===== src/rtl/mem_arbiter_pkg.sv =====
// Shared definitions for the fetch/data SRAM arbiter.
package mem_arbiter_pkg;

  typedef enum logic [1:0] {
    IDLE   = 2'd0,
    ACCESS = 2'd1,
    DONE   = 2'd2
  } state_t;

  localparam int unsigned WAIT_CYCLES_DEFAULT = 3;
  localparam int unsigned CNT_W               = 4;

endpackage


===== src/rtl/mem_arbiter.sv =====
// Two-port (fetch/data) arbiter onto a single-ported wait-stated SRAM.
// Data requests win over fetch; each access is IDLE -> ACCESS x WAIT_CYCLES -> DONE.
module mem_arbiter
  import mem_arbiter_pkg::*;
#(
  parameter int unsigned WAIT_CYCLES = WAIT_CYCLES_DEFAULT,
  parameter int unsigned SRAM_AW     = 16
) (
  input  logic               clk,
  input  logic               rst,
  input  logic               if_req,
  input  logic [31:0]        if_addr,
  output logic [31:0]        if_rdata,
  output logic               if_ready,
  input  logic               mem_r_en,
  input  logic               mem_w_en,
  input  logic [31:0]        mem_addr,
  input  logic [31:0]        mem_wdata,
  output logic [31:0]        mem_rdata,
  output logic               mem_ready,
  output logic               if_stall,
  output logic               mem_stall,
  output logic               sram_en,
  output logic               sram_we,
  output logic [SRAM_AW-1:0] sram_addr,
  output logic [31:0]        sram_wdata,
  input  logic [31:0]        sram_rdata
);

  localparam logic [CNT_W-1:0] COUNT_INIT = CNT_W'(WAIT_CYCLES - 1);

  state_t             state_q, state_d;
  logic [CNT_W-1:0]   count_q;
  logic               grant_data_q;
  logic               we_q;
  logic [SRAM_AW-1:0] addr_q;
  logic [31:0]        wdata_q;
  logic [31:0]        rdata_q;
  logic               data_req;
  logic               accept;
  logic               unused_addr_bits;

  assign data_req = mem_r_en | mem_w_en;
  assign accept   = (state_q == IDLE) && (data_req || if_req);

  // Only the word-address slice reaches the SRAM; byte offset and high bits are dropped.
  assign unused_addr_bits = ^{if_addr, mem_addr};

  // State register.
  always_ff @(posedge clk or negedge rst) begin
    if (!rst) state_q <= IDLE;
    else      state_q <= state_d;
  end

  // Next-state and SRAM/handshake outputs.
  always_comb begin
    state_d    = state_q;
    sram_en    = 1'b0;
    sram_we    = 1'b0;
    sram_addr  = '0;
    sram_wdata = '0;
    if_ready   = 1'b0;
    mem_ready  = 1'b0;
    unique case (state_q)
      IDLE: begin
        if (data_req || if_req) state_d = ACCESS;
      end
      ACCESS: begin
        sram_en    = 1'b1;
        sram_we    = we_q;
        sram_addr  = addr_q;
        sram_wdata = wdata_q;
        if (count_q == '0) state_d = DONE;
      end
      DONE: begin
        if_ready  = ~grant_data_q;
        mem_ready = grant_data_q;
        state_d   = IDLE;
      end
      default: state_d = IDLE;
    endcase
  end

  // Grant latch, wait counter and read-data capture.
  always_ff @(posedge clk or negedge rst) begin
    if (!rst) begin
      count_q      <= '0;
      grant_data_q <= 1'b0;
      we_q         <= 1'b0;
      addr_q       <= '0;
      wdata_q      <= '0;
      rdata_q      <= '0;
    end else if (accept) begin
      grant_data_q <= data_req;
      we_q         <= data_req & mem_w_en;
      addr_q       <= data_req ? mem_addr[SRAM_AW+1:2] : if_addr[SRAM_AW+1:2];
      wdata_q      <= mem_wdata;
      count_q      <= COUNT_INIT;
    end else if (state_q == ACCESS) begin
      if (count_q == '0) rdata_q <= sram_rdata;
      else               count_q <= count_q - 1'b1;
    end
  end

  assign if_rdata  = rdata_q;
  assign mem_rdata = rdata_q;
  assign if_stall  = if_req & ~if_ready;
  assign mem_stall = data_req & ~mem_ready;

endmodule


===== config.mk =====
export PLATFORM = sky130hd
export DESIGN_NAME = mem_arbiter
export DESIGN_NICKNAME = d
export VERILOG_FILES = /design/src/rtl/mem_arbiter_pkg.sv /design/src/rtl/mem_arbiter.sv
export SDC_FILE = /design/constraint.sdc
export NUM_CORES = 1
export LEC_CHECK = 0
export ABC_AREA = 1
export CAP_MARGIN = 20
export CORE_AREA = 2 2 109 111
export DETAILED_ROUTE_END_ITERATION = 6
export DIE_AREA = 0 0 111 113
export PLACE_DENSITY = 0.8
export SLEW_MARGIN = 20
export SYNTH_ARGS = -nofsm -noshare
export SYNTH_HDL_FRONTEND = slang
export SYNTH_SLANG_ARGS = --single-unit
export TNS_END_PERCENT = 5

===== constraint.sdc =====
create_clock -name clk -period 1.7 [get_ports clk]
set_input_delay 0.17 -clock clk [delete_from_list [all_inputs] [get_ports clk]]
set_output_delay 0.17 -clock clk [all_outputs]
set_load 0.01 [all_outputs]

* Word level (Yosys, flattened, before mapping) *
Cells that the tools add are included.

storage, ports and cells
  register bits after elaboration = 88
  input port bits = 133
  output and inout port bits = 118
  logic and storage cells = 42

cells by class
  $add $sub $neg = 1
  equal/unequal tests = 5
  muxes and demuxes = 13
  bitwise operators = 8
  reductions and logical operators = 8

operators by type and width
  kind                 count
  $mux 16              2
  $mux 32              1
  $mux 4               3
  $logic_not 4->1      1
  $mux 1               4
  $mux 2               2
  $ne 2x2->1 const B   2
  $not 1->1            4
  $pmux 2 s2           1
  $reduce_and 2->1     2
  $sub 4x1->4 const B  1
  $and 1x1->1          3
  $reduce_and 3->1     1
  $eq 2x1->1 const B   1
  $eq 2x2->1 const B   1
  $logic_not 2->1      1
  $ne 2x1->1 const B   1
  $reduce_bool 2->1    1
  $logic_and 1x1->1    1
  $logic_or 1x1->1     1
  $or 1x1->1           1

* Logic depth before layout (Yosys ltp) *
Gate-level depths: netlist (run 1).

  word-level depth = 5
  gate-level depth with buffers = 9

* Worst setup path before layout (run 1) *
OpenSTA, ideal clock, no wires.

  path type = reg-to-reg
  start = register count_q[0]
  end = register rdata_q[10] (netlist: if_rdata[10])
  setup time = 0.065 ns
  arrival time = 1.208 ns
  data required time = 1.635 ns
  setup slack = 0.428 ns
  cell stages (with the launch flop) = 8
  path buffers = 1
  clock period less this slack = 1.272 ns
  path through = dfrtp_1 -> inv_1 -> ha_1 -> nand2_1 -> nor2_2 -> buf_2 -> nand2_1 -> nand2_1

between the ends
  longest elaborated chain between the ends = 2

ends and longest elaborated chain
  what                               line                text
  start, declared                    mem_arbiter.sv:33   logic [CNT_W-1:0] count_q;
  start signal, assigned             mem_arbiter.sv:101  else count_q <= count_q - 1'b1;
  $logic_not 4->1                    mem_arbiter.sv:100  if (count_q == '0) rdata_q <= sram_rdata;
  $reduce_and 3->1 (no source line)  -
  end signal, assigned               mem_arbiter.sv:100
  end, declared                      mem_arbiter.sv:38   logic [31:0] rdata_q;

Every way passes these cells.
A chain may end at the register's enable or synchronous reset.

* Final worst setup path (run 1) *
  start = register state_q[1]
  end = output port sram_wdata[26]

between the ends
  longest elaborated chain between the ends = 2

ends and longest elaborated chain
  what                    line               text
  start, declared         mem_arbiter.sv:32  state_t state_q, state_d;
  start signal, assigned  mem_arbiter.sv:52  else state_q <= state_d;
  $eq 2x1->1              mem_arbiter.sv:64  unique case (state_q)
  $mux 32                 mem_arbiter.sv:64
  end, declared           mem_arbiter.sv:26  output logic [31:0] sram_wdata,

Every way passes these cells.

==> qor.txt, run 1 <==
Setup ws final - 0.0247 ns
Kind of critical path - reg2out
Period utilization - 0.985
R2r setup slk - 0.29 ns
Total CTS buffers - 9
RePlAce Congestion - 0.823
Die width - 111 um
Power after layout - 12.5 mW
Total grt overflow - 0
Power Internal - 7.65 mW
Pre-antenna DRT Iters - 5
Max-Cap Viols - 0
Synth Area per Inst - 7.91 sq um
Data required time of the worst path - 1.53 ns
Dominant cell type by area after synthesis - dfrtp_1
Psw - 4.81 mW
Area post-placement - 0.00642 sq mm
CP arrival - 1.51 ns
Placement row count - 39
Final setup fails - 0
Buffers on Ports - 218
Nets - 858
Antenna fix cells - 0
H-tree depth - 3
CTS tree - built
Area delta synth->final - 57.7%
Minimum clock period - 1.68 ns
1st-iter DRT viols - 277
Slew at the pin closest to its max-slew limit - 0.319 ns
Post-synth cell types - 23
Antenna-violating nets left - 0
Number of hold violations in the final report - 0
Post-Syn Nets - 672
Vias in the first global route - 4162
Setup TNS Final - 0 ns
Clock-pin slew on the worst setup and hold paths - 0.06 ns
Via-to-Cell Ratio - 4.66
CORE AREA - 0.0113 sq mm
Die Area - 0.0125 sq mm
HPWL after DPL - 8.91 mm
# clock sinks - 88
Cell Area, Synth - 0.00425 sq mm
Final core occ - 0.594
Critical Path End Type - output pin
Net Sw Frac - 0.386
Die H - 113 um
Fmax - 597 MHz
Max FO, Critical Path - 49
Worst skew pair latency - 0.33 ns
Comb power frac - 0.538
Post-synthesis cell count - 537
WL per Instance - 13.9 um
Final slew viol count - 0
First-pass GRT wire length - 19.4 mm
Initial antenna violation count - 0
I/O pin count - 251
Outcome - finished clean
Synthesis warning total - 0
VDD IR max - 0.00109 V
Leakage - 3.24 nW
Share of layout cells above drive strength 1 - 0.0619
DRC Markers - 0
Unrepaired setup endpoints after global routing - yes
Synth Register Bits - 88
Initial Util - 0.377
CTS Buffer Depth - 2
GRT Overall Usage - 0.193
Pre-CTS setup slack - 0.0344 ns
Register area share after synthesis - 0.519
Routed vias - 4054
Largest cells by area after synthesis - dfrtp_1 (52%), nand2_1 (14%), o21ai_0 (9.2%)
Skew final - 0.00464 ns
Power density over the cells - 1860 mW/mm^2
Startpoint Class - register
Clock Root Buffer - clkbuf_16
Post-CTS Setup Inserts - 0
Largest net degree at the start of global routing - 50
Final WL - 12.1 mm
Clock network power share - 0.169
Register share of total power - 0.294
Post-synth top area share - 0.519
Rel. slew slack - 0.787
Worst min path class - in2async
Cell area after layout - 0.00670 sq mm
==> Yosys cell counts <==
cell,n
buf_1,5
buf_2,10
buf_4,33
buf_6,4
clkbuf_1,9
clkbuf_2,1
dfrtp_1,88
ha_1,2
inv_1,61
inv_4,1
nand2_1,158
nand2_2,1
nand2_4,1
nand3_1,3
nand4_1,1
nor2_1,54
nor2_2,1
nor2_8,1
o211ai_1,1
o21ai_0,78
o21ai_1,22
o22ai_1,1
xor2_1,1
==> worst max-delay path, stage by stage (launching register included) <==
cell,delay (ns)
dfrtp_1,0.40
inv_1,0.07
nand2_2,0.09
buf_12,0.18
nor2_1,0.13
dlygate4sd2_1,0.28
==> per-stage QoR <==
| step | instances | hold slack (ns) |
|---|---|---|
| 2_1_floorplan | 537 | -0.126 |
| 3_3_place_gp | 854 | 0.0444 |
| 3_5_place_dp | 854 | 0.0439 |
| 4_1_cts | 870 | 0.229 |
| 5_1_grt | 870 | 0.262 |
| 6_report | 870 | 0.242 |
==> power groups by stage <==
stage          registers, mW  clock network [mW]  logic [mW]
2_1_floorplan           3.72                   0        3.60
6_report                3.66                2.10        6.70
3_5_place_dp            3.66                   0        7.18
4_1_cts                 3.66                2.16        6.74
5_1_grt                 3.78                2.23        7.35
3_3_place_gp            3.64                   0        6.99
==> layer usage <==
metal | wire, um | up-vias | GRT usage | part of all wire
li1 | - | 1978 | - | -
met1 | 4930 | 1875 | 0.221 | 0.41
met2 | 5830 | 175 | 0.335 | 0.48
met3 | 997 | 26 | 0.0536 | 0.082
met4 | 354 | 0 | 0.0908 | 0.029
met5 | 0 | - | 0 | 0
==> path summary, 6_finish.rpt <==
path	start	endpoint	cells after the start
max in group asynchronous	rst	addr_q[0]	3
max	state_q[1]	sram_wdata[26]	5
min in group clk	sram_rdata[21]	if_rdata[21]	3
min	rst	if_rdata[4]	2
max reg2reg	count_q[0]	if_rdata[15]	6
min reg2reg	addr_q[9]	addr_q[9]	2
==> area by class of cell <==
cell class,count,area (sq um)
tap,143,179
inverter,62,235
timing repair buffer,237,2340
sequential,88,2200
clock buffer,12,256
fill,964,4580
multi-input combinational,325,1420
clock inverter,3,65.1
==> registers in the layout, indices dropped and copies added, names as in the netlist <==
signal        cells
if_rdata         32
state_q           2
grant_data_q      1
addr_q           16
count_q           4
we_q              1
wdata_q          32
==> logic make-up after synthesis <==
| kind of cell | share of synthesized area |
|---|---|
| buf+inv | 0.150 |
| fa+ha+maj | 0.00589 |
| xor+xnor | 0.00206 |
| flops | 0.519 |
| simple gates | 0.203 |
| compound gates | 0.121 |
==> placed cells by master, fill, tap and decap left out <==
master           synthesis  layout
clkdlybuf4s50_1          0     163
nand2_1                158     156
dfrtp_1                 88      88
o21ai_0                 78      78
inv_1                   61      61
nor2_1                  54      54
dlygate4sd2_1            0      36
o21ai_1                 22      22
buf_4                   33      13
clkdlybuf4s15_1          0      13
clkbuf_16                0       9
buf_12                   0       6
clkbuf_2                 1       4
nand2_2                  1       3
nand3_1                  3       3
ha_1                     2       2
clkbuf_8                 0       2
bufinv_16                0       2
o22ai_2                  0       1
nor2_8                   1       1
nand2_4                  1       1
inv_4                    1       1
nor2_2                   1       1
o211ai_1                 1       1
xor2_1                   1       1
nand4_1                  1       1
clkbuf_1                 9       1
clkinv_2                 0       1
dlygate4sd3_1            0       1
dlymetal6s2s_1           0       1
==> what timing repair did <==
| action | 4_1_cts | 5_1_grt |
|---|---|---|
| hold buffers | 1 | 0 |
| resized for setup | 53 | 24 |
| endpoints found under the hold margin | 15 | 0 |
| endpoints found under the setup margin | 54 | 12 |
(Power assumes the default switching activity.)
==> run 2: changes to the inputs <==
--- a/config.mk
+++ b/config.mk
@@ -10,6 +10,7 @@
 export CORE_AREA = 2 2 109 111
 export DETAILED_ROUTE_END_ITERATION = 6
 export DIE_AREA = 0 0 111 113
+export MAX_ROUTING_LAYER = met4
 export PLACE_DENSITY = 0.8
 export SLEW_MARGIN = 20
 export SYNTH_ARGS = -nofsm -noshare
==> run 2 against run 1 <==
Compared with the run above:
- die area is the same
- final cell count is the same
- combinational power is essentially flat
- via count grew 0.30%
- critical path depth is the same
- count of clock-buffer cells in the layout is the same
- power is essentially flat
- register-to-register slack is essentially flat
- core utilization is the same
- sequential power is essentially flat
- critical path type unchanged
- largest cell class unchanged
==> qor.txt, run 2 (synthesis results as in run 1) <==
Share of layout cells above drive strength 1 - 0.0619 (unchanged)
Most frequent cells in the layout - clkdlybuf4s50_1 (163), nand2_1 (156), dfrtp_1 (88), o21ai_0 (78), inv_1 (61)
WL per Instance - 13.9 um (about the same)
Total CTS buffers - 9 (unchanged)
Leakage - 3.24 nW (unchanged)
GRT Overall Usage - 0.198 (+0.00584)
RR Endpoint - if_rdata[3]
DRC Markers - 0 (unchanged)
Number of hold violations in the final report - 0 (unchanged)
Critical Path End - sram_wdata[26]
Storage cell area - 0.00220 sq mm (unchanged)
Final setup fails - 0 (unchanged)
HPWL after DPL - 8.91 mm (unchanged)
Fillers - 964 (unchanged)
Slew at the pin closest to its max-slew limit - 0.321 ns (+0.00184 ns)
Unrepaired setup endpoints after global routing - yes
Critical Path End Type - output pin
I/O pin count - 251 (unchanged)
VDD IR max - 0.00109 V (+0.20%)
Non-Filler Instances - 870 (unchanged)
Power density over the cells - 1860 mW/mm^2 (about the same)
Rel. slew slack - 0.786 (-0.00123)
Data required time of the worst path - 1.53 ns (about the same)
Vias in the first global route - 4174 (+0.29%)
Minimum clock period - 1.67 ns (-0.00384 ns)
Total grt overflow - 0 (unchanged)
Area post-placement - 0.00642 sq mm (unchanged)
Clock Root Buffer - clkbuf_16
Skew final - 0.00438 ns (-0.000267 ns)
Die Area - 0.0125 sq mm (unchanged)
1st-iter DRT viols - 280 (+1.1%)
Antenna-violating nets left - 0 (unchanged)
H-tree depth - 3 (unchanged)
Kind of critical path - reg2out
Post-CTS Setup Inserts - 0 (unchanged)
Outcome - finished clean
Worst skew pair latency - 0.33 ns (about the same)
Largest net degree at the start of global routing - 50 (unchanged)
FF-to-FF path depth - 6 (unchanged)
Worst min path class - in2async
First-pass GRT wire length - 19.4 mm (about the same)
Initial Util - 0.377 (unchanged)
Max FO, Critical Path - 49 (unchanged)
Via-to-Cell Ratio - 4.67 (+0.30%)
Hold_ws - 0.241 ns (-0.00120 ns)
Final slew viol count - 0 (unchanged)
Clock-pin slew on the worst setup and hold paths - 0.06 ns (about the same)
Pre-antenna DRT Iters - 5 (unchanged)
Buffers on Ports - 218 (unchanged)
Max-Cap Viols - 0 (unchanged)
Nets - 858 (unchanged)
CP arrival - 1.50 ns (about the same)
Antenna fix cells - 0 (unchanged)
Final WL - 12.1 mm (about the same)
# clock sinks - 88 (unchanged)
CORE AREA - 0.0113 sq mm (unchanged)
Area of the multi-input gates - 0.00142 sq mm (unchanged)
Commonest non-fill, non-tap cell in the layout - clkdlybuf4s50_1
R2r setup slk - 0.28 ns (about the same)
RR Startpoint - count_q[0]
Startpoint Class - register
Cell area after layout - 0.00670 sq mm (unchanged)
Setup TNS Final - 0 ns (unchanged)
Die H - 113 um (unchanged)
Die width - 111 um (unchanged)
CTS Buffer Depth - 2 (unchanged)
Fmax - 598 MHz (+0.23%)
Critical path origin - state_q[1]
Initial antenna violation count - 0 (unchanged)
CTS tree - built
RePlAce Congestion - 0.835 (+1.5%)
Period utilization - 0.983 (-0.00226)
Placed cell count - 854 (unchanged)
Placement row count - 39 (unchanged)
Area delta synth->final - 57.7% (unchanged)
Routed vias - 4066 (+0.30%)
## run 2: cell counts in the layout (fill, tap and decap cells not counted)
No cell type changed its count.
## run 2: power by group
| group | internal [mW] | switching (mW) |
|---|---|---|
| clock | 1.36 | 0.741 |
| combinational | 3.17 | 3.54 |
| sequential | 3.13 | 0.529 |
## run 2: area by class of cell
class,instances,share of cell area
tap,143,0.0267
timing repair buffer,237,0.349
inverter,62,0.0351
multi-input combinational,325,0.212
sequential,88,0.329
clock inverter,3,0.00972
clock buffer,12,0.0383
## run 2: timing repair
action                                  4_1_cts  5_1_grt
hold buffers                                  1        0
endpoints found under the setup margin       54       12
endpoints found under the hold margin        15        0
gates resized for setup                      53       24
## run 2: how the worst min path moves through the flow
| stage | startpoint | to | slack [ns] | cells after the start |
|---|---|---|---|---|
| final | rst | if_rdata[4] | 0.24 | 2 |
| after global routing | rst | if_rdata[7] | 0.26 | 2 |
| after CTS | rst | if_rdata[7] | 0.23 | 2 |
| after detailed placement | rst | if_rdata[7] | 0.04 | 1 |
| after global placement | rst | if_rdata[7] | 0.04 | 1 |
| after floorplan | rst | addr_q[0] | -0.13 | 0 |
## run 2: worst max-delay path, cell delays in order, from the launching register on
cell and delay, ns:
dfrtp_1 0.40, inv_1 0.07, nand2_2 0.09, buf_12 0.18
nor2_1 0.13, dlygate4sd2_1 0.28
## run 2: per-layer routing
metal  vias up  routed length [um]  share of wire  global-route usage
met5         -                   0              0                   -
met4         0                 344          0.028              0.0908
met3        26                 917          0.076              0.0466
met2       178                5830           0.48               0.335
met1      1882                5030           0.41               0.226
li1       1980                   -              -                   -
## run 2: per-stage QoR
stage,util,worst slack [ns],power (mW)
floorplan,-,0.428,7.32
global placement,0.569,0.0797,10.6
finish,0.594,0.0285,12.5
detailed placement,0.569,0.0344,10.8
global route,0.594,-0.0197,13.4
CTS,0.593,-0.0655,12.6
==> run 3: changes to the inputs <==
--- a/config.mk
+++ b/config.mk
@@ -6,7 +6,6 @@
 export NUM_CORES = 1
 export LEC_CHECK = 0
 export ABC_AREA = 1
-export CAP_MARGIN = 20
 export CORE_AREA = 2 2 109 111
 export DETAILED_ROUTE_END_ITERATION = 6
 export DIE_AREA = 0 0 111 113
@@ -16,4 +15,4 @@
 export SYNTH_ARGS = -nofsm -noshare
 export SYNTH_HDL_FRONTEND = slang
 export SYNTH_SLANG_ARGS = --single-unit
-export TNS_END_PERCENT = 5
+export TNS_END_PERCENT = 100
==> run 3 against run 2 <==
Compared with the run above:
- core utilization decreased by 0.089 points
- sequential cell count unchanged
- worst setup slack improved by 0.0033 ns
- first-iteration DRC count decreased by 2.1%
- power decreased by 0.18%
- clock skew decreased by 0.00068 ns
- die area unchanged
- critical path depth unchanged
- wire length decreased by 0.19%
==> qor.txt, run 3 (synthesis results as in run 1) <==
Outcome - finished clean
Worst skew pair latency - 0.33 ns (about the same)
CP delay by family, top - buffers and inverters
Hold_ws - 0.241 ns (+0.000166 ns)
Power after layout - 12.4 mW (-0.18%)
RePlAce Congestion - 0.835 (unchanged)
Antenna fix cells - 0 (unchanged)
R2r setup slk - 0.29 ns (about the same)
HPWL after DPL - 8.91 mm (unchanged)
Unrepaired setup endpoints after global routing - no
Minimum clock period - 1.67 ns (-0.00327 ns)
Startpoint Class - register
Critical Path End Type - output pin
Largest net degree at the start of global routing - 50 (unchanged)
Final core occ - 0.593 (-0.000888)
Crit-path max cell delay - 0.40 ns (about the same)
Crit path max-delay cell type - dfrtp_1
Nets - 858 (unchanged)
Skew final - 0.00370 ns (-0.000681 ns)
Number of cells on the critical path - 5 (unchanged)
Share of layout cells above drive strength 1 - 0.0646 (+0.00275)
Data required time of the worst path - 1.53 ns (about the same)
Number of hold violations in the final report - 0 (unchanged)
Clock-pin slew on the worst setup and hold paths - 0.06 ns (about the same)
WL per Instance - 13.9 um (-0.19%)
Commonest non-fill, non-tap cell in the layout - clkdlybuf4s50_1
Power density over the cells - 1860 mW/mm^2 (about the same)
Initial antenna violation count - 0 (unchanged)
Total CTS buffers - 9 (unchanged)
Max-Cap Viols - 0 (unchanged)
Final slew viol count - 0 (unchanged)
Via-to-Cell Ratio - 4.68 (+0.22%)
H-tree depth - 3 (unchanged)
# clock sinks - 88 (unchanged)
Leakage - 3.25 nW (+0.26%)
DRC Markers - 0 (unchanged)
Placement row count - 39 (unchanged)
Pre-antenna DRT Iters - 4 (-1)
1st-iter DRT viols - 274 (-2.1%)
Area delta synth->final - 57.4%
Max FO, Critical Path - 49 (unchanged)
First-pass GRT wire length - 19.5 mm (+0.25%)
Setup TNS Final - 0 ns (unchanged)
Clock Root Buffer - clkbuf_16
RR Startpoint - count_q[0]
RR Endpoint - if_rdata[3]
Die H - 113 um (unchanged)
Total grt overflow - 0 (unchanged)
Die Area - 0.0125 sq mm (unchanged)
Buffers on Ports - 218 (unchanged)
Routed vias - 4075 (+0.22%)
GRT Overall Usage - 0.199 (+0.000476)
Rel. slew slack - 0.785 (about the same)
Period utilization - 0.981 (-0.00193)
Critical path origin - state_q[1]
CORE AREA - 0.0113 sq mm (unchanged)
CTS Buffer Depth - 2 (unchanged)
Crit-path cells - inv_1 > nand2_2 > buf_12 > nor2_1 > dlygate4sd2_1
WP buf/inv - 3 (unchanged)
Fmax - 599 MHz (+0.20%)
FF-to-FF path depth - 6 (unchanged)
Kind of critical path - reg2out
Critical Path End - sram_wdata[26]
Initial Util - 0.377 (unchanged)
Vias in the first global route - 4177 (+0.072%)
Final WL - 12.1 mm (-0.19%)
Slew at the pin closest to its max-slew limit - 0.322 ns (+0.00106 ns)
CP arrival - 1.50 ns (about the same)
Antenna-violating nets left - 0 (unchanged)
Worst min path class - in2async
Most frequent cells in the layout - clkdlybuf4s50_1 (163), nand2_1 (156), dfrtp_1 (88), o21ai_0 (78), inv_1 (61)
I/O pin count - 251 (unchanged)
CTS tree - built
Post-CTS Setup Inserts - 0 (unchanged)
VDD IR max - 0.00108 V (-0.96%)
Die width - 111 um (unchanged)
Final setup fails - 0 (unchanged)
[run 3: cell types whose count changed in the layout (fill, tap and decap cells not counted), sizes merged]
cell,change
clkbuf,+2
clkdlybuf4s15,-2
[run 3: cell type report]
cell class              count  area, sq um
clock buffers              12          256
clock inverters             3         65.1
fillers                   966         4590
inverters                  62          235
multi-input cells         325         1420
flip-flops and latches     88         2200
well taps                 143          179
repair buffers            237         2330
[run 3: what timing repair did]
action,4_1_cts,5_1_grt
gates cloned,0,0
gates resized for setup,55,24
hold buffers,1,0
hold endpoints to repair,15,0
setup endpoints to repair,54,18
[run 3: worst min path at each step]
stage / start / to
floorplan: rst / addr_q[0]
global placement: rst / if_rdata[7]
detailed placement: rst / if_rdata[7]
CTS: rst / if_rdata[7]
global route: rst / if_rdata[7]
finish: rst / if_rdata[4]
[run 3: stage by stage]
| step | cells | worst slack, ns | instance area [sq um] |
|---|---|---|---|
| after floorplan | 537 | 0.428 | 4250 |
| after global placement | 854 | 0.0797 | 6420 |
| after detailed placement | 854 | 0.0344 | 6420 |
| after CTS | 870 | 0.00548 | 6690 |
| after global routing | 870 | 0.000284 | 6690 |
| final | 870 | 0.0318 | 6690 |
[run 3: routing by layer]
metal,share of wire,vias to the layer above,GRT usage
met2,0.48,179,0.335
met4,0.028,0,0.0908
li1,-,1977,-
met5,0,-,-
met3,0.077,26,0.0466
met1,0.41,1893,0.227
[run 3: worst reg2reg max path, cell delays in order, from the launching register on]
cell     delay [ns]
dfrtp_1        0.37
inv_1          0.15
ha_1           0.18
nand2_1        0.09
buf_4          0.23
o21ai_0        0.20
nand2_1        0.07
[run 3: power by group]
part / switching [mW] / total, mW / internal [mW]
registers: 0.527 / 3.66 / 3.13
clock network: 0.740 / 2.10 / 1.36
logic: 3.54 / 6.69 / 3.15
